<file path="config.mk">
export PLATFORM = sky130hd
export DESIGN_NAME = mem_port_arbiter
export DESIGN_NICKNAME = d
export VERILOG_FILES = /design/src/rtl/arb_pkg.sv /design/src/rtl/mem_port_arbiter_lat_counter.sv /design/src/rtl/mem_port_arbiter.sv
export SDC_FILE = /design/constraint.sdc
export NUM_CORES = 1
export LEC_CHECK = 0
export ABC_CLOCK_PERIOD_IN_PS = 6800
export CAP_MARGIN = 20
export CORE_AREA = 2 2 204 206
export CTS_CLUSTER_DIAMETER = 60
export DETAILED_ROUTE_END_ITERATION = 10
export DIE_AREA = 0 0 206 208
export GPL_TIMING_DRIVEN = 0
export SYNTH_ARGS = -nofsm -noshare
export SYNTH_HDL_FRONTEND = slang
export SYNTH_SLANG_ARGS = --single-unit
</file>
<file path="constraint.sdc">
create_clock -name clk -period 6.8 [get_ports clk]
set_clock_uncertainty 0.1 [all_clocks]
set_input_delay 2.04 -clock clk [delete_from_list [all_inputs] [get_ports clk]]
set_output_delay 2.04 -clock clk [all_outputs]
set_load 0.05 [all_outputs]
</file>
<file path="src/rtl/arb_pkg.sv">
// Shared types and default sizing for the IF/D memory port arbiter.
package arb_pkg;

    typedef enum logic [1:0] {
        IDLE  = 2'd0,
        ISSUE = 2'd1,
        WAIT  = 2'd2,
        RESP  = 2'd3
    } arb_state_t;

    typedef enum logic {
        PORT_IF = 1'b0,
        PORT_D  = 1'b1
    } port_id_t;

    localparam int ARB_ADDR_W     = 64;
    localparam int ARB_DATA_W     = 64;
    localparam int ARB_MEM_LAT    = 2;
    localparam int ARB_STARVE_MAX = 3;

endpackage

</file>
<file path="src/rtl/mem_port_arbiter_lat_counter.sv">
// Loadable down-counter that flags the final cycle of a fixed-length wait.
// Loaded with N, it reports done on the Nth enabled cycle after the load.
module lat_counter #(
    parameter int WIDTH = 2
) (
    input  logic             clk,
    input  logic             reset,
    input  logic             load,
    input  logic [WIDTH-1:0] load_val,
    input  logic             en,
    output logic             done
);

    logic [WIDTH-1:0] count;

    // Load takes priority; otherwise count down while enabled, stopping at zero.
    always_ff @(posedge clk) begin
        if (reset) begin
            count <= '0;
        end else if (load) begin
            count <= load_val;
        end else if (en && (count != '0)) begin
            count <= count - 1'b1;
        end
    end

    assign done = (count == WIDTH'(1));

endmodule

</file>
<file path="src/rtl/mem_port_arbiter.sv">
// Arbitrates one single-port, fixed-latency memory between the instruction
// fetch port (IF) and the data port (D). One transaction in flight at a time;
// D normally wins, but after STARVE_MAX consecutive losses IF is forced through.
module mem_port_arbiter
    import arb_pkg::*;
#(
    parameter int ADDR_W     = ARB_ADDR_W,
    parameter int DATA_W     = ARB_DATA_W,
    parameter int MEM_LAT    = ARB_MEM_LAT,
    parameter int STARVE_MAX = ARB_STARVE_MAX
) (
    input  logic              clk,
    input  logic              reset,
    input  logic              if_req,
    input  logic [ADDR_W-1:0] if_addr,
    output logic              if_ready,
    output logic              if_rvalid,
    output logic [DATA_W-1:0] if_rdata,
    input  logic              d_req,
    input  logic              d_we,
    input  logic [ADDR_W-1:0] d_addr,
    input  logic [DATA_W-1:0] d_wdata,
    output logic              d_ready,
    output logic              d_rvalid,
    output logic [DATA_W-1:0] d_rdata,
    output logic              mem_en,
    output logic              mem_we,
    output logic [ADDR_W-1:0] mem_addr,
    output logic [DATA_W-1:0] mem_wdata,
    input  logic [DATA_W-1:0] mem_rdata,
    output logic              busy
);

    localparam int CNT_W = $clog2(MEM_LAT + 1);
    localparam int STV_W = $clog2(STARVE_MAX + 1);
    localparam logic [STV_W-1:0] STARVE_LIM = STV_W'(STARVE_MAX);
    localparam logic [CNT_W-1:0] LAT_LOAD   = CNT_W'(MEM_LAT);

    arb_state_t       state;
    port_id_t         cur_port;
    logic [STV_W-1:0] starve_cnt;
    logic             if_force;
    logic             d_win;
    logic             if_win;
    logic             grant;
    logic             lat_done;

    // Pick the winner while idle. Ready is withheld during reset so a requester
    // never sees an acceptance that the reset is about to throw away.
    always_comb begin
        if_force = if_req && (starve_cnt == STARVE_LIM);
        d_win    = (state == IDLE) && !reset && d_req && !if_force;
        if_win   = (state == IDLE) && !reset && if_req && !d_win;
        grant    = d_win || if_win;
    end

    assign if_ready  = if_win;
    assign d_ready   = d_win;
    assign mem_en    = (state == ISSUE);
    assign if_rvalid = (state == RESP) && (cur_port == PORT_IF);
    assign d_rvalid  = (state == RESP) && (cur_port == PORT_D);
    assign busy      = (state != IDLE);

    // Transaction sequencing: grant, one strobe cycle, fixed wait, one response cycle.
    always_ff @(posedge clk) begin
        if (reset) begin
            state <= IDLE;
        end else begin
            case (state)
                IDLE:    if (grant) state <= ISSUE;
                ISSUE:   state <= WAIT;
                WAIT:    if (lat_done) state <= RESP;
                RESP:    state <= IDLE;
                default: state <= IDLE;
            endcase
        end
    end

    // Latch the winning request; these registers drive the memory buses directly
    // and therefore hold their values until the next grant.
    always_ff @(posedge clk) begin
        if (reset) begin
            cur_port  <= PORT_IF;
            mem_we    <= 1'b0;
            mem_addr  <= '0;
            mem_wdata <= '0;
        end else if (d_win) begin
            cur_port  <= PORT_D;
            mem_we    <= d_we;
            mem_addr  <= d_addr;
            mem_wdata <= d_wdata;
        end else if (if_win) begin
            cur_port  <= PORT_IF;
            mem_we    <= 1'b0;
            mem_addr  <= if_addr;
            mem_wdata <= '0;
        end
    end

    // Count IF losses; any IF win or any idle cycle without an IF request resets it.
    always_ff @(posedge clk) begin
        if (reset) begin
            starve_cnt <= '0;
        end else if (state == IDLE) begin
            if (if_win || !if_req) begin
                starve_cnt <= '0;
            end else if (d_win && (starve_cnt != STARVE_LIM)) begin
                starve_cnt <= starve_cnt + 1'b1;
            end
        end
    end

    // Capture read data on the last wait cycle into the owning port's register;
    // a store returns zero. Each port's data stays put until its next response.
    always_ff @(posedge clk) begin
        if (reset) begin
            if_rdata <= '0;
            d_rdata  <= '0;
        end else if ((state == WAIT) && lat_done) begin
            if (cur_port == PORT_IF) begin
                if_rdata <= mem_rdata;
            end else begin
                d_rdata <= mem_we ? '0 : mem_rdata;
            end
        end
    end

    lat_counter #(
        .WIDTH (CNT_W)
    ) u_lat_counter (
        .clk      (clk),
        .reset    (reset),
        .load     (state == ISSUE),
        .load_val (LAT_LOAD),
        .en       (state == WAIT),
        .done     (lat_done)
    );

endmodule

</file>
# == Word-level counts from Yosys, hierarchy flattened ==
# Index checks and enable logic that the tools add are counted.
# word_totals
input_bits,261
reg_bits,264
# op_classes
n_eq_ne,8
n_bitwise,1
reduce_logical,28
n_mux,15
n_addsub,2
# op_table
cell,n
64-bit 2-to-1 mux,5
2-bit 2-to-1 mux,6
1-bit logical AND,11
2-bit nonzero test,5
2-bit case mux with 4 select lines,1
2-bit AND reduction,4
"2-bit equality test, second input constant",3
"2-bit != test, second input constant",3
"2-bit by 1-bit equality test with 1-bit output, second input constant",2
1-bit logical NOT,4
1-bit 2-to-1 mux,3
"2-bit by 1-bit adder with 2-bit output, second input constant",1
2-bit logical NOT,1
1-bit logical OR,2
2-bit OR reduction,1
"2-bit by 1-bit subtractor with 2-bit output, second input constant",1
1-bit NOT,1

# == Depth between registers and ports, before layout ==
# Gate-level depths: netlist of run 1.
# depth
word_depth,9
depth_mapped,8
ltp_nobuf,5

# == By module ==
# Synthesis of run 1 repeated with hierarchy kept, for this count alone.
# hier_totals
hier_cells,1298
hier_area_um2,10861.7
# modules_own_cells
mod,n_inst,cells_each,seq_area_each_um2,area_each_um2
mem_port_arbiter,1,1283,5245.0,10722.8
lat_counter,1,15,40.0,138.9

# == Worst setup path after synthesis of run 1 ==
# OpenSTA, ideal clock, no wires.
# synth_path
kind,in2out
start,input reset
end,output if_ready
path_stages,7
t_arrival_ns,3.303
slack_ns,1.357
path_cell_list,buf_4 and3b_1 buf_2 nand2_2 buf_6 buf_6 and3_1
# synth_between
elab_chain_cells,6
word_cells_on_any_way,7
classes_between,reduce/logical: 7
# synth_lines
element,line,source
from (decl),mem_port_arbiter.sv:13,"input logic reset,"
1-bit logical NOT (*),"mem_port_arbiter.sv:52, mem_port_arbiter.sv:53",
1-bit logical AND (*),"mem_port_arbiter.sv:52, mem_port_arbiter.sv:53",
1-bit logical AND (2 in series),mem_port_arbiter.sv:52,d_win = (state == IDLE) && !reset && d_req && !if_force;
1-bit logical NOT,mem_port_arbiter.sv:53,if_win = (state == IDLE) && !reset && if_req && !d_win;
1-bit logical AND (*),mem_port_arbiter.sv:53,
to (decl),mem_port_arbiter.sv:16,"output logic if_ready,"
# Mark *: on every way between the ends. The rest lies on a longest branch, timed or not.

# == Worst setup path after layout of run 1 ==
# layout_path
start,input d_req
end,output d_ready
# layout_between
elab_chain_cells,2
# layout_lines
element,line,source
from (decl),mem_port_arbiter.sv:19,"input logic d_req,"
1-bit logical AND (2 in series),mem_port_arbiter.sv:52,
to (decl),mem_port_arbiter.sv:23,"output logic d_ready,"
# Every way passes these cells.

==> results of run 1 <==
==> cell type report <==
class	instances	area share (%)
timing repair buffer	522	28.9
sequential	264	29.3
antenna	2	0.0277
multi-input combinational	880	28.1
clock buffer	53	5.79
clock inverter	11	0.644
tap	532	3.69
inverter	7	0.145
buffer	142	3.44
==> per-layer routing <==
| layer | wire length, µm | vias up | share of wire, % | global-route usage [%] |
|---|---|---|---|---|
| li1 | - | 5750 | - | - |
| met3 | 3640 | 73 | 7.5 | 5.34 |
| met5 | 0 | - | 0 | 0 |
| met4 | 1190 | 0 | 2.5 | 6.92 |
| met2 | 23100 | 446 | 48 | 36.0 |
| met1 | 20300 | 5731 | 42 | 27.6 |
==> layout by cell type (no fill, tap or decap), types with 4 or more instances in the layout <==
cell type,Yosys,final
clkbuf_1,82,92
o21ai_0,61,61
dfxtp_1,264,264
buf_1,15,15
buf_6,4,4
clkbuf_8,0,6
clkdlybuf4s50_1,0,521
o21ai_1,6,6
buf_2,38,38
a2111oi_1,4,4
nand3b_1,66,66
a21oi_1,260,260
inv_1,6,6
nand2_1,195,195
a2111oi_2,60,60
clkbuf_16,0,37
nor3_1,129,129
nand3_1,66,66
ha_1,8,8
==> power groups by stage <==
stage	logic [mW]	clock network (mW)	registers (mW)
2_1_floorplan	0.604	0	2.20
3_3_place_gp	1.64	0	1.78
3_5_place_dp	1.66	0	1.79
4_1_cts	1.66	1.91	1.75
5_1_grt	1.76	1.98	1.77
6_report	1.66	1.86	1.76
==> logic make-up after synthesis <==
kind of cell | synth area share (%)
AOI/OAI and AO/OA | 23.7
and+or+nand+nor | 21.1
DFF | 48.0
buffers and inverters | 5.89
xor gates and xnor gates | 0.0796
muxes | 0.182
adders and majority gates | 0.910
==> metrics by stage <==
stage	total power [mW]	hold slack (ps)	worst slack [ps]	instances	utilization [%]
floorplan	2.80	340	1360	1293	-
global placement	3.42	339	17.5	2347	41.7
detailed placement	3.44	343	1.51	2347	41.7
CTS	5.33	351	3.51	2411	44.5
global route	5.50	368	156	2413	44.5
finish	5.28	350	275	2413	44.5
==> worst reg2reg max path, stage by stage, from the launching register on <==
cell       delay, ps
dfxtp_1          360
inv_1            100
ha_1             300
nand2b_1         240
buf_2            390
buf_2            390
nor3_1           130
a2111oi_2        370
==> sequential cells by signal, summed over array words and instances, names as in the netlist <==
signal / flops
cur_port: 1
mem_wdata: 64
mem_we: 1
if_rdata: 64
u_lat_counter.count: 2
d_rdata: 64
state: 2
mem_addr: 64
starve_cnt: 2
==> repair_timing <==
| item | in CTS | in global routing |
|---|---|---|
| gates resized for setup | 0 | 1 |
| setup endpoints to repair | 0 | 1 |
| buffers inserted | 0 | 0 |
==> how the worst max path moves through the flow <==
stage | from | endpoint | slack (ps) | depth (start not counted)
global placement | if_req | if_ready | 20 | 7
finish | d_req | d_ready | 270 | 8
global route | if_req | d_ready | 160 | 7
floorplan | reset | if_ready | 1360 | 7
CTS | if_req | if_ready | 4 | 7
detailed placement | if_req | if_ready | 2 | 7
==> impl_metrics.csv, run 1 <==
group,metric,value,unit
min_path,holdCritStartpoint,"d_rdata[14]$_SDFFE_PP0P_",
critical_path,end_kind,"output pin",
min_path,hold_class,"reg -> reg",
place,place_area,16900,µm²
critical_path,reg2reg_depth,7,
die,rows,74,
critical_path,critPathMaxFanout,10,
power_and_ir_drop,switchingPower,1.88,mW
grt,grt_pass1_vias,11977,
power_and_ir_drop,sw_frac_of_total,35.6,%
yosys,synthesis.area,11000,µm²
route,vias,12000,
critical_path,cp_num_buf_inv,6,
power_and_ir_drop,p_leak,5.89,nW
finish,fin_area,18100,µm²
critical_path,reg2reg_to,"mem_addr[1]$_SDFFE_PP0P_",
power_and_ir_drop,p_per_area,292,nW/µm²
finish,seq_area,5290,µm²
timing,setup_viol,0,
critical_path,crit_arrival,4390,ps
route,viasPerCell,4.97,
critical_path,rr_startpoint,"state[0]$_SDFFE_PP0P_",
place,place_hpwl,36200,µm
die,coreArea,40600,µm²
die,io_pins,524,
finish,areaGrowthSynthToFinish,64.2,%
die,die_area,42800,µm²
clocking,numCtsBuffers,36,
timing,rsz0062_at_grt,"false",
yosys,synth_seq_cells,264,
clocking,cts.sinks,264,
route,drt_iter0_markers,734,
finish,final_nets,2122,
yosys,syn_nets,1562,
timing,max_freq,0.153,GHz
power_and_ir_drop,seqPwrFrac,33.3,%
timing,period_needed,6530,ps
route,finalWirelength,48300,µm
critical_path,path_cells,"clkdlybuf4s50_1 -> and3b_1 -> buf_2 -> nand2_2 -> buf_6 -> buf_6 -> inv_2 -> clkdlybuf4s50_1",
yosys,synthTopCellsByCount,"dfxtp_1, a21oi_1, nand2_1",
critical_path,slowest_delay,790,ps
yosys,post-synth-top-count-cell,"dfxtp_1",
critical_path,crit_family,"buffers and inverters",
clocking,cts-root-buf,"clkbuf_16",
grt,antenna_found_initial,2,
yosys,yosysTopAreaCellShare,48.0,%
critical_path,cp.required,4660,ps
yosys,ys_types,34,
power_and_ir_drop,peakVddDrop,0.000151,V
critical_path,reg2reg_setup_slack,4320,ps
clocking,insertion_delay,550,ps
timing,final-max-slew-violation-count,0,
min_path,hold_depth,2,
die,die_w,206,µm
yosys,synthFlopType,"dfxtp_1",
power_and_ir_drop,combPwrFrac,31.4,%
yosys,avgSynthCellArea,8.51,µm²
timing,worst_pin_slew,843,ps
timing,slew_headroom,43.8,%
finish,drive_gt1_share,8.73,%
route,drc,0,
yosys,async_reset_ff_share,0,%
critical_path,crit_slowest_cell,"clkdlybuf4s50_1",
timing,fin_crit_sh,96.0,%
die,initial_core_util,27.1,%
power_and_ir_drop,clock_power_share,35.3,%
yosys,synthCells,1293,
clocking,clk_pin_slew,60,ps
timing,finalHoldViolations,0,
clocking,cts_tree,"built",
yosys,yosysSeqAreaShare,48.0,%
flow_run,cap_viol_max_count,0,
grt,gr-total-overflow,0,
yosys,synth_top_area_cell,"dfxtp_1",
grt,grt_pass1_wl,72700,µm
critical_path,worstSetupStartpointType,"primary input",
route,dr.pass1.iters,6,
clocking,holdBufCountCts,0,
power_and_ir_drop,p_int,3.40,mW
place,io_buffers,522,
die,die_y,208,µm
grt,grt_max_degree,12,
run_status,run_status,"complete, no violations",
route,avgRoutedWirePerCell,20.0,µm
finish,nFillCells,4048,
yosys,yosys_warnings,0,
timing,fin_setup_tns,0,ps
route,ant_nets,0,
grt,grtUsageTotal,21.7,%
yosys,synth.area.top_cells,"dfxtp_1, a21oi_1, a2111oi_2",
finish,multiInputGateArea,5070,µm²
yosys,synth-edff-count,0,
clocking,clk_path_buf_depth,3,
critical_path,critical_path_class,"in -> out",
clocking,htreeDepth,2,
place,routabilityCongestion,0.890,
min_path,min_to,"d_rdata[14]$_SDFFE_PP0P_",
Power figures use the tool's default switching activity.
==> inputs of run 2 (changes only) <==
--- a/config.mk
+++ b/config.mk
@@ -8,6 +8,7 @@
 export ABC_CLOCK_PERIOD_IN_PS = 6800
 export CAP_MARGIN = 20
 export CORE_AREA = 2 2 204 206
+export CTS_BUF_LIST = sky130_fd_sc_hd__clkbuf_8 sky130_fd_sc_hd__clkbuf_16
 export CTS_CLUSTER_DIAMETER = 60
 export DETAILED_ROUTE_END_ITERATION = 10
 export DIE_AREA = 0 0 206 208
==> constraint.sdc (replaced) <==
create_clock -name clk -period 6.8 [get_ports clk]
set_clock_uncertainty 0.1 [all_clocks]
set_input_delay 1.36 -clock clk [delete_from_list [all_inputs] [get_ports clk]]
set_output_delay 1.36 -clock clk [all_outputs]
set_load 0.05 [all_outputs]
==> run 2 against run 1 <==
Net effect: clock power is essentially flat; hold slack is essentially flat; routed wire length is essentially flat; register-to-register slack is essentially flat; combinational power is essentially flat; via count is essentially flat; sequential power is essentially flat.
==> impl_metrics.csv, run 2 (synthesis gave the netlist of run 1 again) <==
group,metric,value,unit
run_status,run_status,"complete, no violations",
route,avgRoutedWirePerCell,20.0,µm
timing,period_needed,5380,ps
finish,nFillCells,4049,
power_and_ir_drop,seqPwrFrac,33.4,%
critical_path,crit_arrival,3920,ps
place,place_hpwl,36200,µm
critical_path,reg2reg_depth,7,
critical_path,critical_path_class,"in -> out",
timing,slew_headroom,43.8,%
power_and_ir_drop,p_int,3.39,mW
timing,max_freq,0.186,GHz
die,die_y,208,µm
die,die_w,206,µm
grt,grtUsageTotal,21.7,%
power_and_ir_drop,switchingPower,1.88,mW
critical_path,critPathMaxFanout,10,
finish,fin_cells,2413,
critical_path,rr_startpoint,"state[0]$_SDFFE_PP0P_",
timing,setup_viol,0,
critical_path,worstSetupStartpointType,"primary input",
critical_path,cp.required,5340,ps
timing,finalHoldViolations,0,
finish,final_nets,2122,
critical_path,reg2reg_setup_slack,4330,ps
critical_path,startpoint,"if_req",
grt,antenna_found_initial,2,
clocking,post_cts_resized,0,
clocking,htreeDepth,2,
power_and_ir_drop,clock_power_share,35.1,%
critical_path,reg2reg_to,"mem_addr[1]$_SDFFE_PP0P_",
route,dr.pass1.iters,5,
clocking,postCtsSetupBuffers,0,
finish,drive_gt1_share,8.73,%
route,drc,0,
die,rows,74,
finish,layout_common_cells,"clkdlybuf4s50_1, dfxtp_1, a21oi_1, nand2_1, nor3_1",
die,coreArea,40600,µm²
timing,rsz0062_at_grt,"false",
route,vias,11998,
route,ant_nets,0,
finish,areaGrowthSynthToFinish,64.2,%
place,io_buffers,522,
route,drt_iter0_markers,731,
place,routabilityCongestion,0.890,
route,viasPerCell,4.97,
clocking,numCtsBuffers,36,
grt,grt_pass1_vias,11977,
critical_path,endpoint,"if_ready",
finish,fin_area,18100,µm²
clocking,insertion_delay,550,ps
critical_path,crit_family,"buffers and inverters",
clocking,clk_pin_slew,60,ps
critical_path,cp_num_cells,7,
critical_path,cp_num_buf_inv,4,
grt,grt_max_degree,12,
finish,final_common_cell,"clkdlybuf4s50_1",
critical_path,crit_slowest_cell,"clkdlybuf4s50_1",
min_path,hold_class,"reg -> reg",
place,dp_cells,2347,
clocking,holdBufCountCts,0,
clocking,cts_tree,"built",
timing,holdWs,350,ps
power_and_ir_drop,peakVddDrop,0.000151,V
clocking,cts-root-buf,"clkbuf_16",
finish,fin_util,44.5,%
die,io_pins,524,
critical_path,path_cells,"clkdlybuf4s50_1 -> nand2_1 -> nand2_2 -> buf_6 -> buf_6 -> and3_1 -> clkdlybuf4s50_1",
power_and_ir_drop,finalPower,5.26,mW
critical_path,end_kind,"output pin",
timing,final-max-slew-violation-count,0,
flow_run,cap_viol_max_count,0,
route,finalWirelength,48300,µm
critical_path,slowest_delay,860,ps
timing,fin_crit_sh,79.2,%
clocking,cts.sinks,264,
power_and_ir_drop,p_leak,5.91,nW
power_and_ir_drop,sw_frac_of_total,35.7,%
grt,grt_pass1_wl,72700,µm
timing,fin_setup_tns,0,ps
timing,timing.final.ws_setup,1420,ps
power_and_ir_drop,combPwrFrac,31.5,%
power_and_ir_drop,p_per_area,291,nW/µm²
place,place_area,16900,µm²
clocking,clk_path_buf_depth,3,
grt,gr-total-overflow,0,
timing,worst_pin_slew,843,ps
die,initial_core_util,27.1,%
die,die_area,42800,µm²
place,dp_slack,1360,ps
## run 2: worst min-delay path by stage
stage | from | endpoint | slack [ps] | cells after the start
detailed placement | d_rdata[36]$_SDFFE_PP0P_ | d_rdata[36]$_SDFFE_PP0P_ | 340 | 2
finish | d_rdata[14]$_SDFFE_PP0P_ | d_rdata[14]$_SDFFE_PP0P_ | 350 | 2
floorplan | starve_cnt[1]$_SDFFE_PP0P_ | starve_cnt[1]$_SDFFE_PP0P_ | 340 | 2
global route | d_rdata[14]$_SDFFE_PP0P_ | d_rdata[14]$_SDFFE_PP0P_ | 370 | 2
global placement | d_rdata[39]$_SDFFE_PP0P_ | d_rdata[39]$_SDFFE_PP0P_ | 340 | 2
CTS | d_rdata[36]$_SDFFE_PP0P_ | d_rdata[36]$_SDFFE_PP0P_ | 350 | 2
## run 2: layer usage
layer  part of all wire [%]  track usage (%)
met5                      0                0
met4                    2.6             6.92
met3                    7.4             5.34
met2                     48             36.0
met1                     42             27.6
## run 2: power groups by stage
| stage | clock network (mW) | logic (mW) | registers, mW |
|---|---|---|---|
| floorplan | 0 | 0.604 | 2.20 |
| global placement | 0 | 1.64 | 1.78 |
| detailed placement | 0 | 1.66 | 1.79 |
| CTS | 1.90 | 1.66 | 1.75 |
| global route | 1.96 | 1.76 | 1.77 |
| finish | 1.85 | 1.66 | 1.76 |
## run 2: worst register-to-register path, stage by stage, from the launching register on
cell       delay (ps)
dfxtp_1           360
inv_1             100
ha_1              300
nand2b_1          240
buf_2             380
buf_2             390
nor3_1            130
a2111oi_2         370
## run 2: layout make-up
cell class,count,area [µm²],share of cell area (%)
diodes,2,5.00,0.0277
plain buffers,142,622,3.44
clock buffers,43,1010,5.58
clock inverters,21,154,0.852
inverters,7,26.3,0.145
multi-input cells,880,5070,28.1
flip-flops and latches,264,5290,29.3
well taps,532,666,3.69
repair buffers,522,5230,28.9
==> inputs of run 3 (changes only) <==
--- a/config.mk
+++ b/config.mk
@@ -5,13 +5,13 @@
 export SDC_FILE = /design/constraint.sdc
 export NUM_CORES = 1
 export LEC_CHECK = 0
-export ABC_CLOCK_PERIOD_IN_PS = 6800
+export ABC_CLOCK_PERIOD_IN_PS = 4500
 export CAP_MARGIN = 20
-export CORE_AREA = 2 2 204 206
+export CORE_AREA = 2 2 203 205
 export CTS_BUF_LIST = sky130_fd_sc_hd__clkbuf_8 sky130_fd_sc_hd__clkbuf_16
 export CTS_CLUSTER_DIAMETER = 60
 export DETAILED_ROUTE_END_ITERATION = 10
-export DIE_AREA = 0 0 206 208
+export DIE_AREA = 0 0 205 207
 export GPL_TIMING_DRIVEN = 0
 export SYNTH_ARGS = -nofsm -noshare
 export SYNTH_HDL_FRONTEND = slang
==> constraint.sdc (replaced) <==
create_clock -name clk -period 4.5 [get_ports clk]
set_clock_uncertainty 0.1 [all_clocks]
set_input_delay 0.9 -clock clk [delete_from_list [all_inputs] [get_ports clk]]
set_output_delay 0.9 -clock clk [all_outputs]
set_load 0.05 [all_outputs]
==> run 3 against run 2 <==
Net effect: clock-buffer cell count is 2 lower; combinational power rose by 51%; worst setup slack worse by 1200 ps; register-to-register slack got worse by 2300 ps; core utilization increased by 0.062 points; clock power grew 46%; design area down 0.32%; non-clock buffer count did not move; flip-flop and latch count stayed put; critical path type unchanged; largest cell class unchanged.
==> impl_metrics.csv, run 3 (synthesis gave the netlist of run 1 again) <==
group,metric,value,unit
critical_path,crit_slowest_cell,"clkdlybuf4s50_1",
clocking,numCtsBuffers,35,
route,finalWirelength,47700,µm
critical_path,end_kind,"output pin",
clocking,htreeDepth,2,
finish,layout_common_cells,"clkdlybuf4s50_1, dfxtp_1, a21oi_1, nand2_1, nor3_1",
timing,worst_pin_slew,796,ps
clocking,cts_tree,"built",
clocking,postCtsSetupBuffers,0,
grt,gr-total-overflow,0,
power_and_ir_drop,p_per_area,436,nW/µm²
critical_path,crit_arrival,3230,ps
clocking,clk_pin_slew,50,ps
grt,grt_max_degree,12,
route,drt_iter0_markers,695,
finish,areaGrowthSynthToFinish,63.6,%
die,die_w,205,µm
run_status,run_status,"complete, no violations",
clocking,holdBufCountCts,0,
finish,nFillCells,4040,
route,viasPerCell,4.95,
place,dp_cells,2347,
critical_path,critPathMaxFanout,10,
timing,fin_crit_sh,94.1,%
min_path,hold_class,"reg -> reg",
route,dr.pass1.iters,5,
timing,finalHoldViolations,0,
flow_run,cap_viol_max_count,0,
finish,final_nets,2121,
clocking,clk_path_buf_depth,3,
route,avgRoutedWirePerCell,19.8,µm
die,die_area,42400,µm²
critical_path,cp_num_buf_inv,6,
clocking,insertion_delay,530,ps
timing,period_needed,4230,ps
finish,final_common_cell,"clkdlybuf4s50_1",
critical_path,startpoint,"d_req",
die,die_y,207,µm
finish,seq_area,5290,µm²
power_and_ir_drop,peakVddDrop,0.000252,V
route,vias,11916,
place,io_buffers,522,
clocking,post_cts_resized,1,
finish,fin_area,18000,µm²
timing,final-max-slew-violation-count,0,
timing,setup_viol,0,
grt,grtUsageTotal,21.7,%
place,place_hpwl,36000,µm
critical_path,cp.required,3500,ps
grt,antenna_found_initial,4,
place,routabilityCongestion,0.857,
place,place_area,16900,µm²
timing,slew_headroom,46.9,%
die,coreArea,40400,µm²
critical_path,rr_startpoint,"state[1]$_SDFFE_PP0P_",
power_and_ir_drop,finalPower,7.86,mW
finish,multiInputGateArea,5070,µm²
finish,fin_cells,2409,
timing,max_freq,0.236,GHz
timing,rsz0062_at_grt,"false",
critical_path,worstSetupStartpointType,"primary input",
clocking,cts.sinks,264,
route,drc,0,
min_path,holdCritStartpoint,"if_rdata[22]$_SDFFE_PP0P_",
die,rows,74,
power_and_ir_drop,p_leak,5.90,nW
critical_path,crit_family,"buffers and inverters",
finish,drive_gt1_share,8.48,%
die,initial_core_util,27.3,%
critical_path,critical_path_class,"in -> out",
grt,grt_pass1_vias,11906,
critical_path,path_cells,"clkdlybuf4s50_1 -> and3b_1 -> buf_2 -> nand2_2 -> buf_6 -> buf_6 -> inv_2 -> clkdlybuf4s50_1",
critical_path,slowest_delay,800,ps
grt,grt_pass1_wl,71600,µm
clocking,cts-root-buf,"clkbuf_16",
route,ant_nets,0,
die,io_pins,524,
[run 3: final cells by class]
type                            count  share of cell area [%]
Antenna cell                        3                  0.0417
Buffer                            142                    3.45
Clock buffer                       41                    5.32
Clock inverter                     18                   0.806
Inverter                            7                   0.146
Multi-Input combinational cell    880                    28.2
Sequential cell                   264                    29.4
Tap cell                          532                    3.70
Timing Repair Buffer              522                    29.0
[run 3: metrics by stage]
| stage | setup TNS [ps] | hold slack [ps] | utilization (%) | setup WS [ps] |
|---|---|---|---|---|
| floorplan | 0 | 340 | - | 1340 |
| global placement | -58.3 | 339 | 41.8 | -58.3 |
| detailed placement | -52.5 | 342 | 41.8 | -52.5 |
| CTS | 0 | 350 | 44.6 | 221 |
| global route | 0 | 365 | 44.6 | 99.3 |
| finish | 0 | 351 | 44.6 | 265 |
[run 3: power breakdown]
part           switching, mW  internal [mW]  leakage [nW]  total [mW]
registers              0.117           2.54          2.14        2.66
logic                   1.59          0.912          3.17        2.50
clock network           1.07           1.63         0.583        2.70
[run 3: path summary, 6_finish.rpt]
kind                            cells after the start  slack [ps]                   endpoint
worst min register to register                      2         350  if_rdata[22]$_SDFFE_PP0P_
worst max-delay path                                8         270                    d_ready
worst min-delay path                                2         350  if_rdata[22]$_SDFFE_PP0P_
worst max register to register                      7        2080   mem_addr[2]$_SDFFE_PP0P_
[run 3: routing by layer]
layer	wire length, µm	global-route usage, %	vias up
li1	-	-	5733
met1	20200	26.6	5700
met2	22800	36.2	386
met3	3080	5.52	97
met4	1730	8.41	0
met5	0	0	-
[run 3: tightest hold or removal path, delay by kind of cell, from the launching register on]
kind             cells  cell delay, ps
AND/OR/NAND/NOR      1              50
AO/OA/AOI/OAI        1              50
flip-flops           1             300
